File: src/rtl/pe_column_sequencer.sv
`timescale 1ns/1ps
// pe_column_sequencer
// Runs one dot-product job on a column of NUM_PE processing elements. For each
// job it reads vec_len input elements and weight words, clears the PE
// accumulators, feeds the element/weight pairs, waits out the 4-stage PE
// pipeline, and then captures all PE results into a holding register that is
// offered on a valid/ready output.
//
// Ports:
//   clk, rst                   clock, asynchronous active-high reset
//   start, vec_len,            job request; the parameters are sampled with start
//   x_base, w_base
//   busy                       high whenever the sequencer is not idle
//   x_rd_en, x_addr, x_rdata   input-vector memory (1-cycle read latency)
//   w_rd_en, w_addr, w_rdata   weight memory (slice i feeds PE i)
//   pe_clr                     accumulator clear pulse (from a flop)
//   pe_data, pe_weight         PE operands, zero outside the feed phase
//   pe_result                  PE output registers
//   res_data, res_valid,       captured results with valid/ready handshake
//   res_ready
module pe_column_sequencer #(
  parameter int unsigned DATA_WIDTH = 12,
  parameter int unsigned NUM_PE     = 4,
  parameter int unsigned ADDR_WIDTH = 8,
  parameter int unsigned LEN_WIDTH  = 8
) (
  input  logic                         clk,
  input  logic                         rst,
  input  logic                         start,
  input  logic [LEN_WIDTH-1:0]         vec_len,
  input  logic [ADDR_WIDTH-1:0]        x_base,
  input  logic [ADDR_WIDTH-1:0]        w_base,
  output logic                         busy,
  output logic                         x_rd_en,
  output logic [ADDR_WIDTH-1:0]        x_addr,
  input  logic [DATA_WIDTH-1:0]        x_rdata,
  output logic                         w_rd_en,
  output logic [ADDR_WIDTH-1:0]        w_addr,
  input  logic [NUM_PE*DATA_WIDTH-1:0] w_rdata,
  output logic                         pe_clr,
  output logic [DATA_WIDTH-1:0]        pe_data,
  output logic [NUM_PE*DATA_WIDTH-1:0] pe_weight,
  input  logic [NUM_PE*DATA_WIDTH-1:0] pe_result,
  output logic [NUM_PE*DATA_WIDTH-1:0] res_data,
  output logic                         res_valid,
  input  logic                         res_ready
);

  localparam int unsigned BUS_W        = NUM_PE * DATA_WIDTH;
  localparam int unsigned DRAIN_CYCLES = 4;
  localparam int unsigned DCNT_W       = $clog2(DRAIN_CYCLES);

  typedef enum logic [2:0] {
    S_IDLE,
    S_CLEAR,
    S_FEED,
    S_DRAIN,
    S_OUT
  } state_t;

  state_t                state_q, state_d;
  logic [LEN_WIDTH-1:0]  k_q, k_d;
  logic [DCNT_W-1:0]     d_q, d_d;
  logic [LEN_WIDTH-1:0]  len_q, len_d;
  logic [ADDR_WIDTH-1:0] xb_q, xb_d;
  logic [ADDR_WIDTH-1:0] wb_q, wb_d;

  logic                  busy_d, x_rd_en_d, w_rd_en_d, pe_clr_d, res_valid_d;
  logic [ADDR_WIDTH-1:0] x_addr_d, w_addr_d;
  logic [BUS_W-1:0]      res_data_d;

  // The memory data already arrives one cycle after the read, so the operands
  // are only gated (not re-registered) to keep element j in cycle C(j+1).
  assign pe_data   = (state_q == S_FEED) ? x_rdata : '0;
  assign pe_weight = (state_q == S_FEED) ? w_rdata : '0;

  // State register and registered outputs
  always_ff @(posedge clk or posedge rst) begin
    if (rst) begin
      state_q   <= S_IDLE;
      k_q       <= '0;
      d_q       <= '0;
      len_q     <= '0;
      xb_q      <= '0;
      wb_q      <= '0;
      busy      <= 1'b0;
      x_rd_en   <= 1'b0;
      w_rd_en   <= 1'b0;
      x_addr    <= '0;
      w_addr    <= '0;
      pe_clr    <= 1'b0;
      res_data  <= '0;
      res_valid <= 1'b0;
    end else begin
      state_q   <= state_d;
      k_q       <= k_d;
      d_q       <= d_d;
      len_q     <= len_d;
      xb_q      <= xb_d;
      wb_q      <= wb_d;
      busy      <= busy_d;
      x_rd_en   <= x_rd_en_d;
      w_rd_en   <= w_rd_en_d;
      x_addr    <= x_addr_d;
      w_addr    <= w_addr_d;
      pe_clr    <= pe_clr_d;
      res_data  <= res_data_d;
      res_valid <= res_valid_d;
    end
  end

  // Next state plus the next value of every registered output.
  // Reads are scheduled one cycle ahead so they appear in C0..C(n-1).
  always_comb begin
    state_d    = state_q;
    k_d        = k_q;
    d_d        = d_q;
    len_d      = len_q;
    xb_d       = xb_q;
    wb_d       = wb_q;
    x_rd_en_d  = 1'b0;
    w_rd_en_d  = 1'b0;
    x_addr_d   = x_addr;
    w_addr_d   = w_addr;
    res_data_d = res_data;

    case (state_q)
      S_IDLE: begin
        if (start && (vec_len != '0)) begin
          state_d   = S_CLEAR;
          len_d     = vec_len;
          xb_d      = x_base;
          wb_d      = w_base;
          x_rd_en_d = 1'b1;
          w_rd_en_d = 1'b1;
          x_addr_d  = x_base;
          w_addr_d  = w_base;
        end
      end
      S_CLEAR: begin
        state_d = S_FEED;
        k_d     = LEN_WIDTH'(1);
        if (k_d < len_q) begin
          x_rd_en_d = 1'b1;
          w_rd_en_d = 1'b1;
          x_addr_d  = xb_q + ADDR_WIDTH'(k_d);
          w_addr_d  = wb_q + ADDR_WIDTH'(k_d);
        end
      end
      S_FEED: begin
        if (k_q == len_q) begin
          state_d = S_DRAIN;
          d_d     = '0;
        end else begin
          k_d = k_q + LEN_WIDTH'(1);
          if (k_d < len_q) begin
            x_rd_en_d = 1'b1;
            w_rd_en_d = 1'b1;
            x_addr_d  = xb_q + ADDR_WIDTH'(k_d);
            w_addr_d  = wb_q + ADDR_WIDTH'(k_d);
          end
        end
      end
      S_DRAIN: begin
        if (d_q == DCNT_W'(DRAIN_CYCLES - 1)) begin
          res_data_d = pe_result;
          state_d    = S_OUT;
        end else begin
          d_d = d_q + DCNT_W'(1);
        end
      end
      S_OUT: begin
        if (res_ready) state_d = S_IDLE;
      end
      default: state_d = S_IDLE;
    endcase

    busy_d      = (state_d != S_IDLE);
    pe_clr_d    = (state_d == S_CLEAR);
    res_valid_d = (state_d == S_OUT);
  end

endmodule

File: config.mk
export PLATFORM = sky130hd
export DESIGN_NAME = pe_column_sequencer
export DESIGN_NICKNAME = d
export VERILOG_FILES = /design/src/rtl/pe_column_sequencer.sv
export SDC_FILE = /design/constraint.sdc
export NUM_CORES = 1
export LEC_CHECK = 0
export CORE_ASPECT_RATIO = 0.75
export CORE_MARGIN = 4
export CORE_UTILIZATION = 35
export CTS_BUF_LIST = sky130_fd_sc_hd__clkbuf_8
export DETAILED_ROUTE_END_ITERATION = 8
export PLACE_DENSITY = 0.7
export SKIP_CTS_REPAIR_TIMING = 1
export SLEW_MARGIN = 20
export SYNTH_ARGS = -nofsm -noshare
export SYNTH_HDL_FRONTEND = slang
export SYNTH_SLANG_ARGS = --single-unit
export TNS_END_PERCENT = 30
File: constraint.sdc
create_clock -name clk -period 6.3 [get_ports clk]
set_input_delay 1.575 -clock clk [delete_from_list [all_inputs] [get_ports clk]]
set_output_delay 1.575 -clock clk [all_outputs]
set_load 0.01 [all_outputs]
**Word-level counts from Yosys, hierarchy flattened**

Index checks and enable logic that the tools add are counted.

- Add/subtract/negate cells: 6
- Order comparisons: 2
- Eq/ne operators: 14
- Multiplexer cells: 27
- Reduce and logical (&&, ||, !) cells: 12

Operator list:

| cell | count |
|---|---|
| 2-to-1 mux 8 bit | 9 |
| 2-to-1 mux 48 bit | 1 |
| case mux 8 bit (3 select lines) | 2 |
| adder 8 x 1 -> 8 bit (second input constant) | 3 |
| adder 8 bit | 2 |
| case mux 8 bit (2 select lines) | 1 |
| case mux 3 bit (5 select lines) | 1 |
| 2-to-1 mux 12 bit | 1 |
| 2-to-1 mux 3 bit | 4 |
| equality test 8 bit | 1 |
| less-than comparator 1 x 8 -> 1 bit (first input constant) | 1 |
| less-than comparator 8 bit | 1 |
| inequality test 2 bit (second input constant) | 4 |
| nonzero test 8 bit | 1 |
| equality test 3 x 1 -> 1 bit (second input constant) | 2 |
| equality test 3 x 2 -> 1 bit (second input constant) | 2 |
| equality test 3 bit (second input constant) | 2 |
| AND reduction 2 bit | 3 |
| nonzero test 3 bit | 2 |
| AND reduction 5 bit | 1 |
| 2-to-1 mux 1 bit | 4 |
| 2-to-1 mux 2 bit | 2 |
| inequality test 2 x 1 -> 1 bit (second input constant) | 2 |
| case mux 2 bit (2 select lines) | 1 |
| 7 further kinds | 8 |

- Bits in registers: 105
- Input bits: 136
- Word-level logic and storage cells: 74

**Depth between registers and ports, before layout**

Gate-level depths: netlist (run 1).

- Depth in word-level cells: 5
- Mapped depth: 14
- Mapped depth without buffers: 12

**Worst setup path before layout (run 1)**

No wires, ideal clock.

- Kind: input to output
- Start: input x_rdata[0]
- End: output pe_data[0]
- Data arrival time: 1,721 ps
- Path slack: 3,004 ps
- Cell stages on the path: 1
- Cells stage by stage: and2_1

- Longest elaborated chain between the ends: 1

RTL lines:

| what | line | RTL |
|---|---|---|
| start: declaration | 36 | `input logic [DATA_WIDTH-1:0] x_rdata,` |
| 2-to-1 mux 12 bit | 74 | `assign pe_data = (state_q == S_FEED) ? x_rdata : '0;` |
| end: declaration | 41 | `output logic [DATA_WIDTH-1:0] pe_data,` |

Every way passes these cells.

**Final worst setup path (run 1)**

- Start: input x_rdata[4]
- End: output pe_data[4]

The elaborated chain is that of the path after synthesis.

==> results of run 1 <==
[final timing paths]
check	to	slack [ns]	cells after the start
max	pe_data[4]	1.95	3
min in group asynchronous	res_data[46]	1.62	2
max in group asynchronous	k_q[2]	3.50	3
max reg2reg	x_addr[7]	3.09	11
min	x_addr[1]	0.49	2
min reg2reg	x_addr[1]	0.49	2
[cell usage in the layout (no fill, tap or decap), types with 3 or more instances in the layout]
cell type | Yosys | final
mux2_2 | 66 | 66
a21oi_1 | 11 | 11
mux2i_1 | 4 | 4
nand3_1 | 5 | 4
clkdlybuf4s50_1 | 0 | 264
o21ai_1 | 3 | 3
inv_1 | 18 | 18
o21a_1 | 6 | 6
nand2_1 | 32 | 32
nor2b_1 | 6 | 5
xor2_1 | 13 | 13
nor2_1 | 14 | 14
o31ai_1 | 4 | 4
mux2_1 | 16 | 16
dfrtp_1 | 105 | 105
a211oi_1 | 6 | 6
ha_1 | 24 | 24
and2_1 | 65 | 65
nor3_1 | 8 | 8
xnor2_1 | 6 | 6
o21ai_0 | 18 | 18
clkbuf_8 | 0 | 10
a22oi_1 | 3 | 3
[flip-flops by register name, summed over array words and instances (netlist names)]
| signal | cells |
|---|---|
| res_data | 48 |
| k_q | 8 |
| len_q | 8 |
| w_addr | 8 |
| wb_q | 8 |
| x_addr | 8 |
| xb_q | 8 |
| state_q | 3 |
| d_q | 2 |
| busy | 1 |
| pe_clr | 1 |
| res_valid | 1 |
| w_rd_en | 1 |
[worst max-delay path, stage by stage]
cell	delay, ns
clkdlybuf4s50_1	0.51
and2_1	0.14
clkdlybuf4s50_1	0.54
[cell type report]
type	instances	area share
Multi-Input combinational cell	343	0.321
Timing Repair Buffer	266	0.313
Sequential cell	105	0.308
Tap cell	205	0.0300
Clock buffer	10	0.0161
Inverter	19	0.00894
Clock inverter	5	0.00381
[routing by layer]
| layer | part of all wire | vias to the layer above | track usage |
|---|---|---|---|
| met5 | 0 | - | 0 |
| met4 | 0.0069 | 0 | 0.0291 |
| met3 | 0.086 | 8 | 0.0673 |
| met2 | 0.50 | 167 | 0.318 |
| met1 | 0.40 | 2171 | 0.209 |
| li1 | - | 2189 | - |
[through the flow]
stage / power [mW] / setup slack, ns / std cells
floorplan: 2.49 / 1.96 / 489
finish: 3.94 / 1.95 / 953
detailed placement: 3.58 / 1.93 / 937
CTS: 3.97 / 1.90 / 952
global placement: 3.51 / 1.92 / 937
global route: 4.26 / 1.93 / 953
[logic make-up after synthesis]
group	share of synthesized area
flip-flops	0.475
buffers and inverters	0.0330
XOR/XNOR	0.0301
AO/OA/AOI/OAI	0.0837
AND/OR/NAND/NOR	0.142
adder cells (fa/ha/maj)	0.0615
multiplexers	0.174
[report_power, final]
group | leakage [nW] | switching [mW] | internal [mW]
logic | 2.26 | 1.05 | 1.30
registers | 1.26 | 0.212 | 1.00
clock network | 0.0860 | 0.229 | 0.152
==> results.sh, run 1 <==
export IMPL_status="complete, no violations"
export IMPL_antenna_cells=0
export IMPL_numCtsBuffers=9
export IMPL_yosys_top_cells_area="dfrtp_1 48%, mux2_2 13%, and2_1 7.4%"
export IMPL_via_per_inst=4.76
export IMPL_postLayoutCoreUtil=0.556
export IMPL_synth_seq_area_share=0.475
export IMPL_clock_path_buffers=2
export IMPL_dieArea_um2=17900
export IMPL_ys_warn_count=0
export IMPL_period_share=0.690
export IMPL_dr_total_vias=4535
export IMPL_power_density_nw_per_um2=462
export IMPL_wirelength_um=16200
export IMPL_yosysTopAreaCell="dfrtp_1"
export IMPL_worstSetupStartpoint="x_rdata[4]"
export IMPL_hp_start="x_addr[1]"
export IMPL_fp_dieW_um=153
export IMPL_grt_overflow=0
export IMPL_die_h_um=117
export IMPL_postLayoutCellArea_um2=8540
export IMPL_antenna_found_initial=0
export IMPL_end_kind="output pin"
export IMPL_synth_most_common_cell="dfrtp_1"
export IMPL_io_buffers=264
export IMPL_syn_inst=489
export IMPL_ys_ff_latch=105
export IMPL_rsz0062_at_grt="false"
export IMPL_clock_skew_final_ns=0.0126
export IMPL_ir_drop_uv=232
export IMPL_syn_num_nets=651
export IMPL_io_pins=265
export IMPL_crit_fanout=1
export IMPL_area_growth_pct=54.4
export IMPL_row_count=39
export IMPL_drive_gt1_frac=0.123
export IMPL_wl_per_cell_um=17.0
export IMPL_drtIter0Drc=170
export IMPL_ys_types=51
export IMPL_drc=0
export IMPL_setup_tns_ns=0
export IMPL_cts_tree="built"
export IMPL_slew_headroom=0.314
export IMPL_min_path_type="reg2reg"
export IMPL_dpl_instance_area_um2=8340
export IMPL_insertion_delay_ns=0.39
export IMPL_critical_path_class="in2out"
export IMPL_grt_first_pass_wirelength_um=25400
export IMPL_critPathRequiredTime_ns=4.72
export IMPL_multi_input_area_um2=2740
export IMPL_gp_congestion=0.967
export IMPL_root_buffer="clkbuf_8"
export IMPL_ys_top_cells_by_count="105 x dfrtp_1, 66 x mux2_2, 65 x and2_1"
export IMPL_maxCapViolCount=0
export IMPL_fin_crit_ns=4.35
export IMPL_synth_edff_count=0
export IMPL_clkTransAtPathRegs_ns=0.09
export IMPL_avgSynthCellArea_um2=11.3
export IMPL_synth_top_area_share=0.475
export IMPL_drv_slew=0
export IMPL_globalRouteTotalUtil=0.177
export IMPL_firstDrtPassIters=4
export IMPL_hold_violations=0
export IMPL_grt_max_degree=69
export IMPL_max_freq_mhz=230
export IMPL_regArea_um2=2630
export IMPL_cts_sinks=105
export IMPL_grt_pass1_vias=4836
export IMPL_hpwl_um=13000
export IMPL_syn_area_um2=5530
export IMPL_nets=906
export IMPL_synth_top_flop_cell="dfrtp_1"
export IMPL_fillers=1343
export IMPL_cp_start_kind="input port"
export IMPL_htreeDepth=3
export IMPL_p_leak_nw=3.60
export IMPL_ant_nets=0
export IMPL_core_area_um2=15400
export IMPL_worstMarginPinSlew_ns=1.03
export IMPL_whs_ns=0.486
export IMPL_setup_viol=0
export IMPL_synthArstFlopShare=1.00
export IMPL_start_util=0.360
export IMPL_critPathArrivalTime_ns=2.77
export IMPL_reg2reg_from="state_q[1]"
Note: power is estimated with default switching activity, not from simulation.
==> inputs of run 2 (changes only) <==
==> constraint.sdc (replaced) <==
create_clock -name clk -period 4.3 [get_ports clk]
set_input_delay 1.075 -clock clk [delete_from_list [all_inputs] [get_ports clk]]
set_output_delay 1.075 -clock clk [all_outputs]
set_load 0.01 [all_outputs]
==> run 2 against run 1 <==
- sequential share of layout area down 0.17 points
- worst setup slack worse by 1.3 ns
- sequential power is 47% higher
- highest routed layer unchanged
- critical path depth rose by 2
- combinational power up 46%
- largest cell class unchanged
- register-to-register slack worse by 2.2 ns
- die area is the same
- clock skew is 0.0030 ns lower
==> results.sh, run 2 (synthesis results as in run 1) <==
export IMPL_maxCapViolCount=0
export IMPL_p_seq_frac=0.303
export IMPL_ir_drop_uv=382
export IMPL_grt_max_degree=64
export IMPL_root_buffer="clkbuf_8"
export IMPL_p_sw_mw=2.20
export IMPL_die_h_um=117
export IMPL_met3_usage=0.0691
export IMPL_start_util=0.360
export IMPL_crit_fanout=62
export IMPL_grt_overflow=0
export IMPL_rr_endpoint="x_addr[6]"
export IMPL_antenna_found_initial=0
export IMPL_core_area_um2=15400
export IMPL_setup_tns_ns=0
export IMPL_io_buffers=264
export IMPL_cts_sinks=105
export IMPL_row_count=39
export IMPL_cellInternalPower_mw=3.67
export IMPL_gp_congestion=0.944
export IMPL_ant_nets=0
export IMPL_nets=908
export IMPL_clkTransAtPathRegs_ns=0.10
export IMPL_r2r_cells=11
export IMPL_switching_share=0.374
export IMPL_largest_reg_flops=48
export IMPL_hold_violations=0
export IMPL_hp_start="w_addr[1]"
export IMPL_drc=0
export IMPL_critPathArrivalTime_ns=2.54
export IMPL_whs_path_depth=2
export IMPL_largest_register="res_data"
export IMPL_min_path_type="reg2reg"
export IMPL_clkPwrFrac=0.112
export IMPL_drv_slew=0
export IMPL_cts_tree="built"
export IMPL_dr_total_vias=4621
export IMPL_fillers=1303
export IMPL_p_leak_nw=3.64
export IMPL_drive_gt1_frac=0.126
export IMPL_end_kind="output pin"
export IMPL_clock_skew_final_ns=0.00969
export IMPL_htreeDepth=3
export IMPL_cpPeakStageDelay_ns=0.57
export IMPL_wl_per_cell_um=17.3
export IMPL_critPathRequiredTime_ns=3.22
export IMPL_critical_path_class="reg2out"
export IMPL_fin_crit_ns=3.61
export IMPL_crit_path_top_delay_cell="clkdlybuf4s50_1"
export IMPL_cp_num_buf_inv=2
export IMPL_grt_most_used_layer="met2"
export IMPL_cp_start_kind="flop"
export IMPL_worstSetupStartpoint="state_q[1]"
export IMPL_antenna_cells=0
export IMPL_cp_top_family="buffers and inverters"
export IMPL_wirelength_um=16500
export IMPL_hpwl_um=13200
export IMPL_setup_ws_ns=0.688
export IMPL_crit_cells=5
export IMPL_layout_commonest_cell="clkdlybuf4s50_1"
export IMPL_insertion_delay_ns=0.38
export IMPL_dpl_cell_count=940
export IMPL_crit_end="pe_weight[42]"
export IMPL_grt_first_pass_wirelength_um=26000
export IMPL_dieArea_um2=17900
export IMPL_setup_viol=0
export IMPL_slew_headroom=0.267
export IMPL_numCtsBuffers=9
export IMPL_drtIter0Drc=135
export IMPL_reg2reg_from="state_q[1]"
export IMPL_rsz0062_at_grt="false"
export IMPL_fin_cells=956
export IMPL_power_frac_comb=0.585
export IMPL_grtUsageMet1=0.212
export IMPL_use_met2=0.322
export IMPL_clock_path_buffers=2
export IMPL_crit_chain="and2b_1 -> nor2b_4 -> buf_4 -> and2_1 -> clkdlybuf4s50_1"
export IMPL_globalRouteTotalUtil=0.183
export IMPL_max_freq_mhz=277
export IMPL_firstDrtPassIters=4
export IMPL_final_cell_mix="264 x clkdlybuf4s50_1, 105 x dfrtp_1, 66 x mux2_2"
export IMPL_grt_pass1_vias=4937
export IMPL_worstMarginPinSlew_ns=1.10
export IMPL_r2r_slack_ns=0.90
export IMPL_fp_dieW_um=153
export IMPL_area_growth_pct=55.3
export IMPL_io_pins=265
export IMPL_period_share=0.840
export IMPL_via_per_inst=4.83
export IMPL_dp_slack_ns=0.880
export IMPL_power_density_nw_per_um2=684
export IMPL_status="complete, no violations"
==> run 2: changes by cell type in the layout (fill, tap and decap cells not counted) <==
| cell | previous run | this run |
|---|---|---|
| buf_4 | 1 | 4 |
| clkbuf_8 | 10 | 12 |
| clkinvlp_4 | 2 | 0 |
| buf_12 | 1 | 0 |
| bufinv_16 | 0 | 1 |
| inv_6 | 1 | 0 |
| inv_8 | 0 | 1 |
==> run 2: layout make-up <==
cell class	count	area (um2)	share of cell area
Clock buffer	12	165	0.0192
Clock inverter	4	50.0	0.00583
Inverter	19	76.3	0.00889
Multi-Input combinational cell	343	2740	0.319
Sequential cell	105	2630	0.306
Tap cell	205	256	0.0299
Timing Repair Buffer	268	2670	0.311
==> run 2: tightest hold or removal path, stage by stage, from the launching register on <==
cell and delay [ns]:
dfrtp_1 0.35, nand2_1 0.05, o21ai_0 0.06
==> run 2: metal layers <==
layer  routed length [um]  share of wire
met3                 1420          0.086
met4                  363          0.022
met5                    0              0
met2                 7990           0.48
met1                 6740           0.41
==> run 2: power groups by stage <==
stage               sequential [mW]  combinational (mW)  clock (mW)
floorplan                      1.87                1.77           0
global placement               1.77                3.38           0
CTS                            1.79                3.47       0.681
detailed placement             1.80                3.45           0
global route                   1.85                3.78       0.722
finish                         1.78                3.43       0.657
==> run 2: worst min path at each step <==
stage                end  slack, ns
6_report       w_addr[1]       0.49
4_1_cts        w_addr[1]       0.49
5_1_grt        x_addr[2]       0.52
3_5_place_dp   w_addr[1]       0.47
3_3_place_gp   x_addr[5]       0.47
2_1_floorplan    wb_q[0]       0.45
==> run 2: per-stage QoR <==
step | hold WS [ns] | area (um2) | util | power, mW
after CTS | 0.493 | 8590 | 0.559 | 5.94
after global routing | 0.522 | 8590 | 0.559 | 6.35
after floorplan | 0.452 | 5530 | - | 3.64
after global placement | 0.466 | 8370 | 0.544 | 5.15
final | 0.491 | 8590 | 0.559 | 5.87
after detailed placement | 0.470 | 8370 | 0.545 | 5.26
